## src/rtl/regfile_wb_ctrl.sv

```systemverilog
// Write-side controller for the 32-entry integer register file: merges ALU and
// load-return results onto the single write port and tracks pending writes.
module regfile_wb_ctrl #(
  parameter int XLEN       = 32,
  parameter int LQ_DEPTH   = 4,
  parameter int STARVE_MAX = 3
) (
  input  logic            clk,
  input  logic            rst,
  input  logic            issue_valid,
  input  logic [4:0]      issue_rd,
  output logic            issue_ready,
  input  logic [4:0]      Rs1,
  input  logic [4:0]      Rs2,
  output logic            Rs1Busy,
  output logic            Rs2Busy,
  input  logic            alu_valid,
  input  logic [4:0]      alu_rd,
  input  logic [XLEN-1:0] alu_data,
  output logic            alu_ready,
  input  logic            ld_valid,
  input  logic [4:0]      ld_rd,
  input  logic [XLEN-1:0] ld_data,
  output logic            ld_ready,
  output logic            WriteEn,
  output logic [4:0]      RsW,
  output logic [XLEN-1:0] WData
);

  localparam int PW = (LQ_DEPTH > 1) ? $clog2(LQ_DEPTH) : 1;
  localparam int CW = $clog2(LQ_DEPTH + 1);
  localparam int SW = (STARVE_MAX > 0) ? $clog2(STARVE_MAX + 1) : 1;
  localparam logic [CW-1:0] FULL_COUNT = CW'(LQ_DEPTH);
  localparam logic [SW-1:0] STARVE_LIM = SW'(STARVE_MAX);

  logic [31:0]      busy;
  logic [31:0]      busy_next;
  logic [4:0]       lq_rd   [LQ_DEPTH];
  logic [XLEN-1:0]  lq_data [LQ_DEPTH];
  logic [PW-1:0]    wr_ptr;
  logic [PW-1:0]    rd_ptr;
  logic [CW-1:0]    count;
  logic [CW-1:0]    count_next;
  logic [SW-1:0]    starve;
  logic [SW-1:0]    starve_next;

  logic             lq_empty;
  logic             lq_full;
  logic             force_ld;
  logic             push;
  logic             pop;
  logic             alu_acc;
  logic             wb_fire;
  logic [4:0]       wb_rd;
  logic [XLEN-1:0]  wb_data;

  assign lq_empty = (count == '0);
  assign lq_full  = (count == FULL_COUNT);
  assign force_ld = !lq_empty && (starve == STARVE_LIM);

  assign ld_ready  = !lq_full;
  assign alu_ready = !force_ld;

  assign push    = ld_valid && !lq_full;
  assign pop     = !lq_empty && (!alu_valid || force_ld);
  assign alu_acc = alu_valid && !force_ld;

  assign issue_ready = !busy[issue_rd] || (issue_rd == 5'd0);
  assign Rs1Busy     = busy[Rs1] && (Rs1 != 5'd0);
  assign Rs2Busy     = busy[Rs2] && (Rs2 != 5'd0);

  // A pop and an ALU acceptance are mutually exclusive, so the mux needs no priority beyond pop.
  always_comb begin
    wb_fire = pop || alu_acc;
    wb_rd   = alu_rd;
    wb_data = alu_data;
    if (pop) begin
      wb_rd   = lq_rd[rd_ptr];
      wb_data = lq_data[rd_ptr];
    end
  end

  always_comb begin
    count_next = count;
    case ({push, pop})
      2'b10:   count_next = count + CW'(1);
      2'b01:   count_next = count - CW'(1);
      default: count_next = count;
    endcase
  end

  always_comb begin
    starve_next = '0;
    if (!lq_empty && !pop) begin
      starve_next = (starve == STARVE_LIM) ? starve : starve + SW'(1);
    end
  end

  // Clear is applied first so that a same-edge issue to the committing register keeps it busy.
  always_comb begin
    busy_next = busy;
    if (WriteEn) begin
      busy_next[RsW] = 1'b0;
    end
    if (issue_valid && issue_ready && (issue_rd != 5'd0)) begin
      busy_next[issue_rd] = 1'b1;
    end
  end

  always_ff @(posedge clk) begin
    if (push) begin
      lq_rd[wr_ptr]   <= ld_rd;
      lq_data[wr_ptr] <= ld_data;
    end
  end

  always_ff @(posedge clk or posedge rst) begin
    if (rst) begin
      wr_ptr <= '0;
      rd_ptr <= '0;
      count  <= '0;
      starve <= '0;
      busy   <= '0;
    end else begin
      if (push) begin
        wr_ptr <= wr_ptr + PW'(1);
      end
      if (pop) begin
        rd_ptr <= rd_ptr + PW'(1);
      end
      count  <= count_next;
      starve <= starve_next;
      busy   <= busy_next;
    end
  end

  // x0 results are consumed without touching the write port, so RsW/WData keep the last real write.
  always_ff @(posedge clk or posedge rst) begin
    if (rst) begin
      WriteEn <= 1'b0;
      RsW     <= 5'd0;
      WData   <= '0;
    end else begin
      WriteEn <= wb_fire && (wb_rd != 5'd0);
      if (wb_fire && (wb_rd != 5'd0)) begin
        RsW   <= wb_rd;
        WData <= wb_data;
      end
    end
  end

endmodule

```

## config.mk

```make
export PLATFORM = sky130hd
export DESIGN_NAME = regfile_wb_ctrl
export DESIGN_NICKNAME = d
export VERILOG_FILES = /design/src/rtl/regfile_wb_ctrl.sv
export SDC_FILE = /design/constraint.sdc
export NUM_CORES = 1
export LEC_CHECK = 0
export CAP_MARGIN = 15
export CORE_ASPECT_RATIO = 1.1
export CORE_MARGIN = 5
export CORE_UTILIZATION = 55
export CTS_CLUSTER_DIAMETER = 100
export CTS_CLUSTER_SIZE = 14
export DETAILED_ROUTE_END_ITERATION = 8
export PLACE_DENSITY = 0.91
export SYNTH_ARGS = -nofsm -noshare
export SYNTH_HDL_FRONTEND = slang
export SYNTH_SLANG_ARGS = --single-unit
```

## constraint.sdc

```tcl
create_clock -name clk -period 3.3 [get_ports clk]
set_input_delay 0.66 -clock clk [delete_from_list [all_inputs] [get_ports clk]]
set_output_delay 0.66 -clock clk [all_outputs]
set_load 0.01 [all_outputs]
```

* After elaboration in Yosys (flattened, before gate mapping) *
Memories as Yosys holds them, arrays and structs flattened.
Cells that the tools add are included.

storage, ports and cells
  register bits = 79
  memory bits (writable) = 148
  input port bits = 94
  word-level logic and storage cells = 76
  memories = 2

cells by class
  $add $sub $neg = 5
  $lt $le $gt $ge = 6
  equal/unequal tests = 5
  muxes and demuxes = 19
  bitwise operators = 3
  reduce and logical (&&, ||, !) cells = 28

memories
  name     depth  bits a word  rd ports  clocked after Yosys merged registers in  write ports  line  source
  lq_data  4      32           1         0                                        1            39    logic [XLEN-1:0] lq_data [LQ_DEPTH];
  lq_rd    4      5            1         0                                        1            38    logic [4:0] lq_rd [LQ_DEPTH];

operators with widths
  kind                   count
  $mux W32               3
  $and A32 B32 Y32       1
  $not A32 Y32           1
  $or A32 B32 Y32        1
  $lt A5 B6 Y1 const B   4
  $reduce_bool A5 Y1     4
  $bmux W1 S5            3
  $logic_and A1 B1 Y1    12
  $demux W1 S5           2
  $ge A5 B1 Y1 const B   2
  $mux W1                7
  $add A2 B1 Y2 const B  3
  $logic_not A1 Y1       6
  $pmux W3 S2            1
  $logic_not A5 Y1       1
  $mux W5                1
  $eq A2 B2 Y1 const B   2
  $mux W2                2
  $add A3 B1 Y3 const B  1
  $eq A3 B3 Y1 const B   1
  $logic_not A3 Y1       1
  $logic_or A1 B1 Y1     3
  $sub A3 B1 Y3 const B  1
  $eq A2 B1 Y1 const B   1
  other kinds (2)        2

* Depth between registers and ports, before layout *
Gate-level depths: netlist of run 1.

  depth in word-level cells = 9
  depth in mapped cells = 11

* Worst setup path after synthesis of run 1 *
OpenSTA, ideal clock, no wires.

  path type = input port to output port
  start = in Rs1[0]
  end = out Rs1Busy
  data arrival time = 2.365 ns
  required time = 2.640 ns
  path slack = 0.275 ns
  stages on the path = 4
  path through = clkbuf_1 mux4_2 mux4_2 mux2_2

between the ends
  cells in the longest elaborated chain, start to end = 3
  elaborated cells on any way between the ends = 4
  those cells by class = mux: 2; reduce/logical: 2

ends and longest elaborated chain
  element                        line  source
  start, declared                13    input logic [4:0] Rs1,
  $bmux W1 S5                    69    assign Rs1Busy = busy[Rs1] && (Rs1 != 5'd0);
  $mux W1 (not written as such)  69
  $logic_and A1 B1 Y1 (*)        69
  end, declared                  15    output logic Rs1Busy,

Every way passes the cells marked *; elsewhere a longest branch is shown, timed or not. The select of a mux whose other input is x is not followed.

* Worst setup path in the final report of run 1 *
  start = in Rs2[0]
  end = out Rs2Busy

between the ends
  cells in the longest elaborated chain, start to end = 3
  elaborated cells on any way between the ends = 4
  those cells by class = mux: 2; reduce/logical: 2

ends and longest elaborated chain
  element                        line  source
  start, declared                14    input logic [4:0] Rs2,
  $bmux W1 S5                    70    assign Rs2Busy = busy[Rs2] && (Rs2 != 5'd0);
  $mux W1 (not written as such)  70
  $logic_and A1 B1 Y1 (*)        70
  end, declared                  16    output logic Rs2Busy,

Marked as above.

==> impl_metrics.yaml, run 1 <==
setup_path:
  critPathRequiredTime_ns: 2.64
  crit_type: "in2out"
  crit_top_cell: "mux4_2"
  path_max_fanout: 4
  cp_slowest_cell: "mux4_2"
  arrival_ns: 2.59
  critPathCaptureType: "output pin"
  slowest_delay_ns: 0.48
  worst_setup_path_start_kind: "primary input"
  path_cells: "clkdlybuf4s15_2 > bufbuf_16 > mux4_2 > mux4_2 > mux2_2 > clkdlybuf4s15_1"
placement:
  place_congestion: 1.02
  dp_hpwl_microns: 16200
  port_buffers: 136
  pre_cts_slack_ns: -0.427
routing:
  dr.first_iter.drc_count: 580
  drc: 0
  post_drt_wl_per_cell_microns: 25.4
  first_pass_iters: 5
  vias_per_cell: 6.25
  dr_total_vias: 6036
  ant_nets: 0
  wirelength_microns: 24600
sta:
  setup_ws_ns: 0.0539
  worstMarginPinSlew_ns: 0.583
  maxSlewViolCount: 0
  skew_ns: 0.0117
  fin_crit_ns: 3.25
  slew_headroom_pct: 61.1
  hold_viol: 0
  max_freq_mhz: 308
  finalSetupViolations: 0
  fin_crit_sh_pct: 98.4
min_path:
  hp-class: "reg2reg"
floorplanning:
  rows: 51
  core_sq_mm: 0.0176
  die_x_microns: 137
  ios: 137
  dieArea_sq_mm: 0.0206
  die_h_microns: 150
  start_util_pct: 55.7
clock_network:
  holdBufCountCts: 0
  tritoncts: "built"
  clkLatencyLatePin_ns: 0.49
  cts_setup_buffers: 0
  path_clk_slew_ns: 0.07
  htreeDepth: 1
  cts_buffers: 20
  clock_sinks: 227
  cts_buffer_depth: 3
  clock-root-buffer: "clkbuf_16"
synthesis:
  synth_nets: 659
  synth_warnings: 0
  synth_area_sq_mm: 0.00981
  syn_avg_cell_area_sq_um: 17.6
  synth.distinct_cells: 39
  async_flop_share_pct: 34.8
  synth_cells: 558
  yosysSeqAreaShare_pct: 65.4
  ys_ff_latch: 227
  synth-edff-count: 148
  ys.flop_type: "edfxtp_1"
pwr:
  p_leak_nw: 4.36
  vdd_drop_max_uv: 590
  total_power_mw: 10.5
  p_per_area_mw_per_mm2: 859
layout:
  fillers: 1117
  drive_gt1_share_pct: 25.6
  seqCellArea_sq_mm: 0.00642
  multi_input_area_sq_mm: 0.00326
  syn_to_final_growth_pct: 25.0
  nets: 814
grt:
  grt_pass1_wl_microns: 38200
  antenna_found_initial: 2
  grt_pass1_vias: 6503
  grt_start_max_net_pins: 38
  grt_usage_pct: 24.6
  gr-total-overflow: 0
flow_run:
  maxCapViolCount: 0
run_status:
  status: "completed"
## synthesized netlist by cell type (all sizes together), types with 6 or more instances
cell type	number	area share [%]
nand3	7	0.36
inv	9	0.34
edfxtp	148	45
buf	13	0.83
mux4	63	14
nand3b	9	0.69
nor2	6	0.23
ha	6	0.77
o21ai	67	3.4
clkbuf	16	0.61
dfrtp	79	20
nand2	16	0.61
mux2	75	8.6
and3	6	0.38
## path summary, 6_finish.rpt
| check | start | endpoint | slack [ns] | cells after the start |
|---|---|---|---|---|
| min in group asynchronous | rst | WData[30]$_DFFE_PP0P_ | 0.50 | 2 |
| hold / removal | starve[0]$_DFFE_PP0P_ | starve[0]$_DFFE_PP0P_ | 0.46 | 1 |
| setup reg to reg | rd_ptr[0]$_DFFE_PP0N_ | WData[8]$_DFFE_PP0P_ | 0.53 | 5 |
| hold reg to reg | starve[0]$_DFFE_PP0P_ | starve[0]$_DFFE_PP0P_ | 0.46 | 1 |
| max in group asynchronous | rst | WData[25]$_DFFE_PP0P_ | 2.05 | 3 |
| setup / recovery | Rs2[0] | Rs2Busy | 0.05 | 6 |
## what timing repair did
item	4_1_cts	5_1_grt
gates cloned	1	1
endpoints found under the hold margin	0	0
setup endpoints to repair	3	3
resized for setup	12	5
## state kept, by name, summed over array words and instances, names as in the netlist
signal   flops
busy        32
RsW          5
wr_ptr       2
lq_data    128
lq_rd       20
WriteEn      1
WData       32
count        3
starve       2
rd_ptr       2
## cell families (layout without fill, tap and decap cells)
family / Yosys count / after routing / share of synthesized area (%)
DFF: 227 / 227 / 65.4
adders and majority gates: 7 / 7 / 0.969
buffers and inverters: 38 / 207 / 1.79
and+or+nand+nor: 66 / 66 / 3.93
xor gates and xnor gates: 6 / 6 / 0.536
muxes: 139 / 139 / 23.2
other: 0 / 1 / 0
AOI/OAI and AO/OA: 75 / 75 / 4.17
## layout make-up
type                    count  area share [%]
well taps                 238            2.43
flip-flops and latches    227            52.4
clock buffers              35            4.71
inverters                   9           0.286
diodes                      1          0.0204
repair buffers            162            13.4
clock inverters             1           0.133
multi-input cells         293            26.6
## layout by cell type, fill, tap and decap left out, types with 3 or more instances in the layout
cell	count
clkbuf_1	14
nor2_1	5
and3_2	4
or3_1	3
o21ai_0	67
dlygate4sd2_1	4
nand2b_1	3
xor2_1	3
or3b_2	3
nand3_1	7
nand3b_1	9
dfrtp_1	77
clkdlybuf4s50_1	129
buf_4	18
xnor2_1	3
inv_1	8
ha_1	6
edfxtp_1	148
buf_12	4
mux4_2	63
mux2_2	57
nand2_1	16
mux2_1	18
clkbuf_16	22
## critical path, delay by kind of cell
family                 cells  cell delay [ns]
buffers and inverters      3             0.71
multiplexers               3             1.22
## power breakdown
part           switching [mW]  internal [mW]
clock network           0.969           1.20
registers               0.693           3.93
logic                    1.73           2.02
total                    3.39           7.14
## per-stage QoR
| step | TNS (ns) | instances | hold slack [ns] | utilization, % | area, sq um |
|---|---|---|---|---|---|
| detailed placement | -1.03 | 927 | 0.460 | 65.8 | 11600 |
| floorplan | 0 | 558 | 0.419 | - | 9810 |
| global placement | -0.957 | 927 | 0.432 | 65.8 | 11600 |
| finish | 0 | 966 | 0.460 | 69.6 | 12300 |
| global route | -0.000143 | 966 | 0.499 | 69.6 | 12300 |
| CTS | 0 | 964 | 0.469 | 69.4 | 12200 |
## routing by layer
layer | track usage, % | vias to the layer above | wire [microns] | share of wire (%)
li1 | - | 2536 | - | -
met1 | 30.5 | 3101 | 8750 | 36
met2 | 43.9 | 329 | 13200 | 54
met3 | 4.07 | 68 | 1810 | 7.3
met4 | 8.33 | 2 | 830 | 3.4
met5 | 0 | - | 13 | 0.053
No activity file was read; power rests on OpenSTA's default activity.
==> run 2, diff against run 1 <==
- CTS_CLUSTER_DIAMETER: 100 -> 120
==> results of run 2 <==
The final DEF is identical to that of run 1; final timing and power are the same.
==> run 3, diff against run 2 <==
--- a/config.mk
+++ b/config.mk
@@ -9,9 +9,9 @@
 export CORE_ASPECT_RATIO = 1.1
 export CORE_MARGIN = 5
-export CORE_UTILIZATION = 55
+export CORE_UTILIZATION = 59
 export CTS_CLUSTER_DIAMETER = 120
 export CTS_CLUSTER_SIZE = 14
 export DETAILED_ROUTE_END_ITERATION = 8
-export PLACE_DENSITY = 0.91
+export PLACE_DENSITY = 0.95
 export SYNTH_ARGS = -nofsm -noshare
 export SYNTH_HDL_FRONTEND = slang
==> constraint.sdc (replaced) <==
create_clock -name clk -period 3.9 [get_ports clk]
set_input_delay 0.975 -clock clk [delete_from_list [all_inputs] [get_ports clk]]
set_output_delay 0.975 -clock clk [all_outputs]
set_load 0.01 [all_outputs]
==> impl_metrics.yaml, run 3 (same netlist as run 1, synthesis figures left out) <==
pwr:
  total_power_mw: 8.95
  vdd_drop_max_uv: 595
  seq_power_share_pct: 43.9
  switching_share_pct: 32.7
  p_comb_share_pct: 35.4
  p_int_mw: 6.02
  p_clk_share_pct: 20.7
  p_leak_nw: 4.33
  p_per_area_mw_per_mm2: 736
  power_switching_mw: 2.92
routing:
  drc: 0
  vias_per_cell: 6.52
  wirelength_microns: 25400
  first_pass_iters: 5
  post_drt_wl_per_cell_microns: 27.5
  dr.first_iter.drc_count: 596
  ant_nets: 0
  dr_total_vias: 6023
placement:
  dp.cells: 887
  place_congestion: 1.01
  place_area_sq_mm: 0.0115
  dp_hpwl_microns: 16700
  pre_cts_slack_ns: -0.493
  port_buffers: 136
sta:
  finalSetupTns_ns: 0
  finalSetupViolations: 0
  slew_headroom_pct: 32.8
  worstMarginPinSlew_ns: 1.01
  skew_ns: 0.0130
  rsz0062_at_grt: "no"
  fin_crit_ns: 3.85
  max_freq_mhz: 260
  setup_ws_ns: 0.0528
  fin_crit_sh_pct: 98.6
  hold_viol: 0
  holdWs_ns: 0.485
  maxSlewViolCount: 0
grt:
  grt_pass1_wl_microns: 38800
  antenna_found_initial: 1
  grt_pass1_vias: 6472
  grt_start_max_net_pins: 42
  grt_usage_pct: 26.4
  gr-total-overflow: 0
floorplanning:
  ios: 137
  dieArea_sq_mm: 0.0193
  die_h_microns: 145
  rows: 49
  core_sq_mm: 0.0164
  start_util_pct: 59.9
  die_x_microns: 133
clock_network:
  cts_buffer_depth: 3
  cts_setup_buffers: 0
  htreeDepth: 1
  tritoncts: "built"
  clock_sinks: 227
  cts_buffers: 20
  clkLatencyLatePin_ns: 0.50
  clock-root-buffer: "clkbuf_16"
  path_clk_slew_ns: 0.07
min_path:
  hp-class: "reg2reg"
layout:
  multi_input_area_sq_mm: 0.00326
  largest_reg_flops: 128
  reg_top3: "lq_data (128), WData (32), busy (32)"
  final_common_cell: "edfxtp_1"
  fin_area_sq_mm: 0.0121
  utilization_pct: 74.2
  nets: 807
  seqCellArea_sq_mm: 0.00642
  fin_cells: 924
  mostFrequentLayoutCells: "edfxtp_1 (148), clkdlybuf4s50_1 (130), dfrtp_1 (77)"
  diodes: 0
  fillers: 891
  regMostFlops: "lq_data"
  drive_gt1_share_pct: 25.1
  syn_to_final_growth_pct: 23.8
setup_path:
  slowest_delay_ns: 0.50
  critPathRequiredTime_ns: 2.92
  cp_slowest_cell: "mux4_2"
  crit_type: "in2out"
  arrival_ns: 2.87
  critPathCaptureType: "output pin"
  worst_setup_path_start_kind: "primary input"
  path_max_fanout: 9
  crit_buf_inv: 3
  path_cells: "dlygate4sd2_1 > buf_12 > mux4_2 > mux4_2 > mux2_4 > clkdlybuf4s15_2"
  crit_top_cell: "mux4_2"
  cp_top_family: "multiplexers"
flow_run:
  maxCapViolCount: 0
run_status:
  status: "completed"
-- run 3: routing by layer --
metal / track usage [%] / share of wire [%] / vias to the layer above
li1: - / - / 2515
met5: 0 / 0.051 / -
met3: 5.16 / 7.2 / 76
met2: 46.1 / 53 / 324
met1: 32.4 / 35 / 3106
met4: 10.7 / 4.3 / 2
-- run 3: area by class of cell --
| type | count | share of cell area (%) |
|---|---|---|
| clock buffer | 35 | 4.76 |
| clock inverter | 1 | 0.134 |
| inverter | 9 | 0.288 |
| multi-input combinational | 293 | 26.9 |
| sequential | 227 | 52.9 |
| tap | 204 | 2.10 |
| timing repair buffer | 155 | 13.0 |
-- run 3: final timing paths --
kind | slack, ns | endpoint | cells past startpoint | startpoint
hold / removal | 0.48 | starve[0]$_DFFE_PP0P_ | 1 | starve[0]$_DFFE_PP0P_
hold reg to reg | 0.48 | starve[0]$_DFFE_PP0P_ | 1 | starve[0]$_DFFE_PP0P_
min in group asynchronous | 0.93 | WData[29]$_DFFE_PP0P_ | 2 | rst
max in group asynchronous | 2.29 | WData[22]$_DFFE_PP0P_ | 3 | rst
setup reg to reg | 1.07 | WData[30]$_DFFE_PP0P_ | 6 | rd_ptr[1]$_DFFE_PP0N_
setup / recovery | 0.05 | Rs1Busy | 6 | Rs1[0]
-- run 3: repair_timing --
action,CTS,global route
gates cloned,1,0
hold buffers,0,0
setup endpoints to repair,3,2
pin swaps,1,0
resized for setup,15,5
-- run 3: power by group through the flow --
| stage | Combinational [mW] | Clock (mW) | Sequential, mW |
|---|---|---|---|
| after global routing | 3.36 | 1.98 | 3.98 |
| after CTS | 3.18 | 1.87 | 3.91 |
| after detailed placement | 3.10 | 0 | 3.92 |
| after global placement | 2.94 | 0 | 3.84 |
| final | 3.17 | 1.85 | 3.93 |
| after floorplan | 1.94 | 0 | 3.74 |
